==> src/rtl/ram_2p_fifo_pkg.sv <==
// Shared helpers for the ram_2p-backed FIFO: pointer sizing and modulo-DEPTH
// pointer advance, so DEPTH need not be a power of two.
package ram_2p_fifo_pkg;

  // Bits needed to address n entries; at least 1 so a 2-entry RAM still has an address bit.
  function automatic int log2(input int unsigned n);
    int r;
    r = 1;
    for (int i = 1; i < 32; i++) begin
      if ((32'd1 << i) < n) r = i + 1;
    end
    return r;
  endfunction

  function automatic int unsigned wrap_inc(input int unsigned ptr, input int unsigned depth);
    return (ptr == depth - 1) ? 0 : ptr + 1;
  endfunction

endpackage

==> src/rtl/ram_2p.sv <==
// Simple dual-port RAM: write port A, registered read port B.
// doutb holds its last value while enb is low; the FIFO depends on that.
module ram_2p #(
  parameter int WIDTH      = 64,
  parameter int DEPTH      = 32,
  parameter int ADDR_WIDTH = 5
) (
  input  logic                  clka,
  input  logic                  ena,
  input  logic                  wea,
  input  logic [ADDR_WIDTH-1:0] addra,
  input  logic [WIDTH-1:0]      dina,
  input  logic                  clkb,
  input  logic                  enb,
  input  logic [ADDR_WIDTH-1:0] addrb,
  output logic [WIDTH-1:0]      doutb
);

  logic [WIDTH-1:0] mem [DEPTH];

  always_ff @(posedge clka) begin
    if (ena && wea) mem[addra] <= dina;
  end

  always_ff @(posedge clkb) begin
    if (enb) doutb <= mem[addrb];
  end

endmodule

==> src/rtl/ram_2p_fifo.sv <==
// First-word-fall-through FIFO on a single ram_2p: push writes the RAM, a
// prefetch scheduler keeps the head word loaded on the RAM read port.
module ram_2p_fifo
  import ram_2p_fifo_pkg::*;
#(
  parameter int WIDTH      = 64,
  parameter int DEPTH      = 32,
  parameter int ADDR_WIDTH = log2(DEPTH),
  parameter int AFULL      = DEPTH - 2
) (
  input  logic                  clk,
  input  logic                  rst,
  input  logic                  push,
  input  logic [WIDTH-1:0]      din,
  output logic                  full,
  output logic                  almost_full,
  input  logic                  pop,
  output logic [WIDTH-1:0]      dout,
  output logic                  empty,
  output logic [ADDR_WIDTH:0]   count,
  output logic                  ovf,
  output logic                  udf
);

  localparam logic [ADDR_WIDTH:0] DEPTH_C = (ADDR_WIDTH + 1)'(DEPTH);
  localparam logic [ADDR_WIDTH:0] AFULL_C = (ADDR_WIDTH + 1)'(AFULL);

  logic [ADDR_WIDTH-1:0] wptr;
  logic [ADDR_WIDTH-1:0] rptr;
  logic [ADDR_WIDTH:0]   ram_cnt;
  logic                  head_vld;
  logic                  wr_go;
  logic                  rd_go;
  logic [ADDR_WIDTH:0]   ram_cnt_nxt;

  // Both ports are gated by rst so a push or pop in the reset cycle never touches the RAM.
  always_comb begin
    wr_go       = push & ~full & ~rst;
    rd_go       = (ram_cnt != '0) & (~head_vld | pop) & ~rst;
    ram_cnt_nxt = ram_cnt + (ADDR_WIDTH + 1)'(wr_go) - (ADDR_WIDTH + 1)'(rd_go);
  end

  assign full        = (ram_cnt == DEPTH_C);
  assign empty       = ~head_vld;
  assign count       = ram_cnt + (ADDR_WIDTH + 1)'(head_vld);
  assign almost_full = (count >= AFULL_C);

  always_ff @(posedge clk) begin
    if (rst) begin
      wptr     <= '0;
      rptr     <= '0;
      ram_cnt  <= '0;
      head_vld <= 1'b0;
      ovf      <= 1'b0;
      udf      <= 1'b0;
    end else begin
      if (wr_go) wptr <= ADDR_WIDTH'(wrap_inc(32'(wptr), DEPTH));
      if (rd_go) rptr <= ADDR_WIDTH'(wrap_inc(32'(rptr), DEPTH));
      ram_cnt <= ram_cnt_nxt;
      if (rd_go)    head_vld <= 1'b1;
      else if (pop) head_vld <= 1'b0;
      if (push && full)    ovf <= 1'b1;
      if (pop && !head_vld) udf <= 1'b1;
    end
  end

  // The head word is the RAM read register itself; it holds between prefetches.
  ram_2p #(
    .WIDTH     (WIDTH),
    .DEPTH     (DEPTH),
    .ADDR_WIDTH(ADDR_WIDTH)
  ) u_ram (
    .clka (clk),
    .ena  (wr_go),
    .wea  (wr_go),
    .addra(wptr),
    .dina (din),
    .clkb (clk),
    .enb  (rd_go),
    .addrb(rptr),
    .doutb(dout)
  );

endmodule

==> config.mk <==
export PLATFORM = sky130hd
export DESIGN_NAME = ram_2p_fifo
export DESIGN_NICKNAME = d
export VERILOG_FILES = /design/src/rtl/ram_2p_fifo_pkg.sv /design/src/rtl/ram_2p.sv /design/src/rtl/ram_2p_fifo.sv
export SDC_FILE = /design/constraint.sdc
export NUM_CORES = 2
export LEC_CHECK = 0
export CAP_MARGIN = 20
export CORE_MARGIN = 4
export CORE_UTILIZATION = 45
export CTS_CLUSTER_SIZE = 12
export DETAILED_ROUTE_END_ITERATION = 8
export PLACE_DENSITY = 0.59
export SYNTH_ARGS = -nofsm -noshare
export SYNTH_HDL_FRONTEND = slang
export SYNTH_SLANG_ARGS = --single-unit
==> constraint.sdc <==
create_clock -name clk -period 13.3 [get_ports clk]
set_clock_uncertainty 0.05 [all_clocks]
set_input_delay 3.325 -clock clk [delete_from_list [all_inputs] [get_ports clk]]
set_output_delay 3.325 -clock clk [all_outputs]
set_load 0.005 [all_outputs]
; ---- Word level (Yosys, flattened, before mapping)
; Memory sizes are Yosys's and may differ from the RTL's. A register that Yosys moved wholly into a read port is not among the register bits.
; Index checks and enable logic that the tools add are counted.
[op_classes]
addsub = 5
magnitude_cmp = 1
eq_ne = 3
n_mux = 6
n_bitwise = 8
reduce_logical = 5
[op_table]
columns = operator, n
row1 = adder 6 x 1 -> 6 bit, 2
row2 = adder 5 x 1 -> 5 bit (second input constant), 2
row3 = equality test 5 bit (second input constant), 2
row4 = 2-to-1 mux 5 bit, 2
row5 = equality test 6 bit (second input constant), 1
row6 = greater-or-equal comparator 6 x 5 -> 1 bit (second input constant), 1
row7 = nonzero test 6 bit, 1
row8 = subtractor 6 x 1 -> 6 bit, 1
row9 = bitwise AND 1 bit, 4
row10 = 2-to-1 mux 1 bit, 4
row11 = NOT 1 bit, 3
row12 = logical AND 1 bit, 2
row13 = nonzero test 2 bit, 1
row14 = zero test 1 bit, 1
row15 = bitwise OR 1 bit, 1
[word_totals]
ff_bits = 19
ram_bits = 2048
output_inout_bits = 75
word_cells = 35
n_memories = 1
[mem_list]
columns = memory, words, word_bits, rd, rd_clocked_by_memory_dff, write_ports, line
row1 = u_ram.mem, 32, 64, 1, 1, 1, ram_2p.sv:19  ; logic [WIDTH-1:0] mem [DEPTH];

; ---- Longest topological paths before layout
[depth]
word_depth = 6
ltp_mapped = 15
depth_no_buf = 14

; ---- Hierarchy
; From an unflattened synthesis, not the netlist that was laid out.
[unflattened]
hier_cells = 3241
hier_area_um2 = 80731.2
[modules_own_cells]
columns = module, n_inst, cells_per_inst, area_each_um2
row1 = ram_2p, 1, 3111, 79568.8
row2 = ram_2p_fifo, 1, 130, 1162.4

; ---- Worst setup path before layout
; OpenSTA, ideal clock, no wires.
[synth_timing]
kind = input to register
start = input rst
end = memory u_ram.mem[15][0], enable pin
setup_time_ps = 578
t_arrival_ps = 8711
setup_slack_ps = 3961
path_stages = 3
n_path_buf = 0
path_cell_list = nor3b_1 nand3_1 nor3b_1
[synth_between]
elab_chain_len = 4
[synth_rtl]
columns = element, line
row1 = from (decl), ram_2p_fifo.sv:12  ; input logic rst,
row2 = NOT 1 bit, ram_2p_fifo.sv:38  ; wr_go = push & ~full & ~rst;
row3 = bitwise AND 1 bit, ram_2p_fifo.sv:38
row4 = 2-to-1 mux 1 bit, ram_2p.sv:22  ; if (ena && wea) mem[addra] <= dina;
row5 = 2-to-1 mux 1 bit (implied by the code), ram_2p.sv:22
row6 = to (decl), ram_2p.sv:19
; No other way between the ends.

; ---- Worst setup path after layout
[layout_timing]
start = input rst
end = memory u_ram.mem[20][34], enable pin
; The elaborated chain is that of the path after synthesis.

==> results_dict.tcl <==
set metrics [dict create \
    viasPerCell 5.935 \
    slew_headroom 0.2333 \
    root_buffer "clkbuf_16" \
    grt_overflow_total 0 \
    antenna_found_initial 1 \
    area_delta_synth_final_pct 13.71 \
    avgSynthCellArea_um2 21.48 \
    clkSinkCount 2131 \
    clkPwrFrac 0.357 \
    vdd_ir_drop_max_v 0.0001155 \
    drtIter0Drc 4150 \
    drc 0 \
    ctsHoldBuffers 0 \
    insertion_delay_ns 0.85 \
    groute.usage.overall 0.2135 \
    grt_max_degree 113 \
    clock.fmax_ghz 0.1480 \
    final-hold-violation-count 0 \
    synth_top_area_frac 0.7842 \
    ys_types 55 \
    gp_congestion 0.7822 \
    p_leak_nw 27.67 \
    postCtsSetupBuffers 0 \
    endpoint_kind "register" \
    layout_worst_path_cycle_share 0.5079 \
    hold_path.class "reg -> reg" \
    worst_slew_pin_slew_ns 1.150 \
    dr.pass1.iters 5 \
    fin_ws_ns 6.544 \
    period_minus_slack_ns 6.756 \
    worstPathRequired_ns 13.68 \
    r2r_setup_slack_ns 8.90 \
    cts_resized 0 \
    ant_nets 0 \
    ys_ff_latch 2131 \
    rsz0062_at_grt "no" \
    die_width_um 431.9 \
    drive_above_1_share 0.1838 \
    power_frac_comb 0.149 \
    synth_edf_count 2112 \
    dieArea_mm2 0.1866 \
    route.vias.total 38940 \
    tns_ns 0 \
    drv_slew 0 \
    clk_pin_slew_ns 0.06 \
    start_util 0.4528 \
    netlist_area_mm2 0.08088 \
    netlist_instances 3766 \
    pre_cts_ws_ns 5.644 \
    syn_nets 3856 \
    status "finished clean" \
    fill_cells 13880 \
    grt_pass1_wl_um 287100 \
    setup_viol 0 \
    die_h_um 431.9 \
    arrival_ns 7.14 \
    yosys_warnings 0 \
    path_max_fanout 44 \
    clockBufferDepth 3 \
    cts_inserted_buffers 215 \
    worstSetupPathType "in -> reg" \
    synth.area.top_cells "edfxtp_1, mux4_2, mux2i_1" \
    swShare 0.2468 \
    yosysMostFrequentCell "edfxtp_1" \
    maxCapViolCount 0 \
    p_int_w 0.01166 \
    hpwl_um 108900 \
    dpl.cell_count 6181 \
    ys_seq_area_frac 0.7889 \
    switchingPower_w 0.003820 \
    pin_count 143 \
    final_nets 4143 \
    grt_pass1_vias 39230 \
    hold_ws_ns 0.4228 \
    instances_no_fill 6562 \
    netlist_top_cells_count "edfxtp_1, mux2i_1, mux4_2, a22oi_1, nor2_1" \
    sequentialPowerShare 0.495 \
    routed_wl_um 200100 \
    coreArea_mm2 0.1786 \
    yosysTopAreaCell "edfxtp_1" \
    cts_tree "built" \
    htreeDepth 4 \
    cellPowerDensity_mw_per_mm2 168.3 \
    port_buffers 142 \
    fin_util 0.5149 \
    ys.flop_type "edfxtp_1" \
    wire_per_inst_um 30.50 \
    row_count 155 \
    cp-start-kind "input port" \
    ys_async_sr_fraction 0 \
]
==> worst paths after layout <==
kind	from	end	depth (start not counted)
worst max-delay path	rst	u_ram.mem[20][34]$_DFFE_PP_	6
worst min-delay path	ovf$_SDFFE_PP0P_	ovf$_SDFFE_PP0P_	2
worst max register to register	rptr[1]$_SDFFE_PP0P_	u_ram.doutb[58]$_DFFE_PP_	6
worst min register to register	ovf$_SDFFE_PP0P_	ovf$_SDFFE_PP0P_	2
==> cell families (layout without fill, tap and decap cells) <==
family	count (synthesis)	in the layout	share of synthesized area
AND/OR/NAND/NOR	256	256	0.01648
AO/OA/AOI/OAI	408	408	0.03688
multiplexers	719	719	0.1371
flip-flops	2131	2131	0.7889
adder cells (fa/ha/maj)	22	22	0.003496
XOR/XNOR	6	6	0.0006497
buffers and inverters	224	664	0.01654
other	0	1	0
==> state kept, by name, indices dropped and copies added (netlist names) <==
| name | count |
|---|---|
| wptr | 5 |
| head_vld | 1 |
| u_ram.mem | 2048 |
| u_ram.doutb | 64 |
| rptr | 5 |
| ram_cnt | 6 |
| udf | 1 |
| ovf | 1 |
==> metal layers <==
metal | GRT usage | vias up | routed length (µm) | share of wire
met1 | 0.3010 | 20910 | 84630 | 0.42
met3 | 0.03160 | 271 | 11390 | 0.057
met2 | 0.3496 | 1353 | 98730 | 0.49
met4 | 0.06081 | 0 | 5389 | 0.027
met5 | 0 | - | 0 | 0
li1 | - | 16410 | - | -
==> area by class of cell <==
| class | instances | area [µm²] | area share |
|---|---|---|---|
| sequential | 2131 | 63820 | 0.6939 |
| multi-input combinational | 1411 | 16040 | 0.1744 |
| clock buffer | 287 | 5672 | 0.06167 |
| tap | 2355 | 2947 | 0.03204 |
| timing repair buffer | 278 | 2781 | 0.03024 |
| clock inverter | 83 | 645.6 | 0.007020 |
| inverter | 16 | 62.56 | 0.0006802 |
| antenna | 1 | 2.502 | 0.00002721 |
==> power by group through the flow <==
stage	clock [W]	combinational, W	sequential [W]
floorplan	0	0.00157	0.00774
global placement	0	0.00234	0.00780
detailed placement	0	0.00235	0.00781
CTS	0.00562	0.00236	0.00767
global route	0.00592	0.00246	0.00767
finish	0.00552	0.00230	0.00766
==> through the flow <==
step / power (W) / instance area, µm²
after detailed placement: 0.01015 / 85400
after floorplan: 0.009311 / 80880
final: 0.01548 / 91970
after global placement: 0.01014 / 85210
after CTS: 0.01564 / 91710
after global routing: 0.01605 / 91970
==> worst max-delay path, stage by stage <==
cell and delay (ns):
clkdlybuf4s50_1 0.82, nor3b_1 0.36, buf_4 0.20, nand2_1 0.52, nor2_4 1.03, buf_4 0.77
==> placed cells by master (no fill, tap or decap), types with 47 or more instances in the layout <==
cell type | Yosys | layout
buf_4 | 66 | 115
nand4_1 | 47 | 47
clkbuf_1 | 30 | 71
a22oi_1 | 205 | 205
edfxtp_1 | 2112 | 2112
clkdlybuf4s50_1 | 0 | 142
clkbuf_16 | 0 | 218
mux2i_1 | 378 | 378
nor3_1 | 50 | 49
o22a_1 | 47 | 47
mux4_2 | 307 | 307
nor2_1 | 89 | 60
o22ai_1 | 81 | 81
No activity file was read; power rests on OpenSTA's default activity.
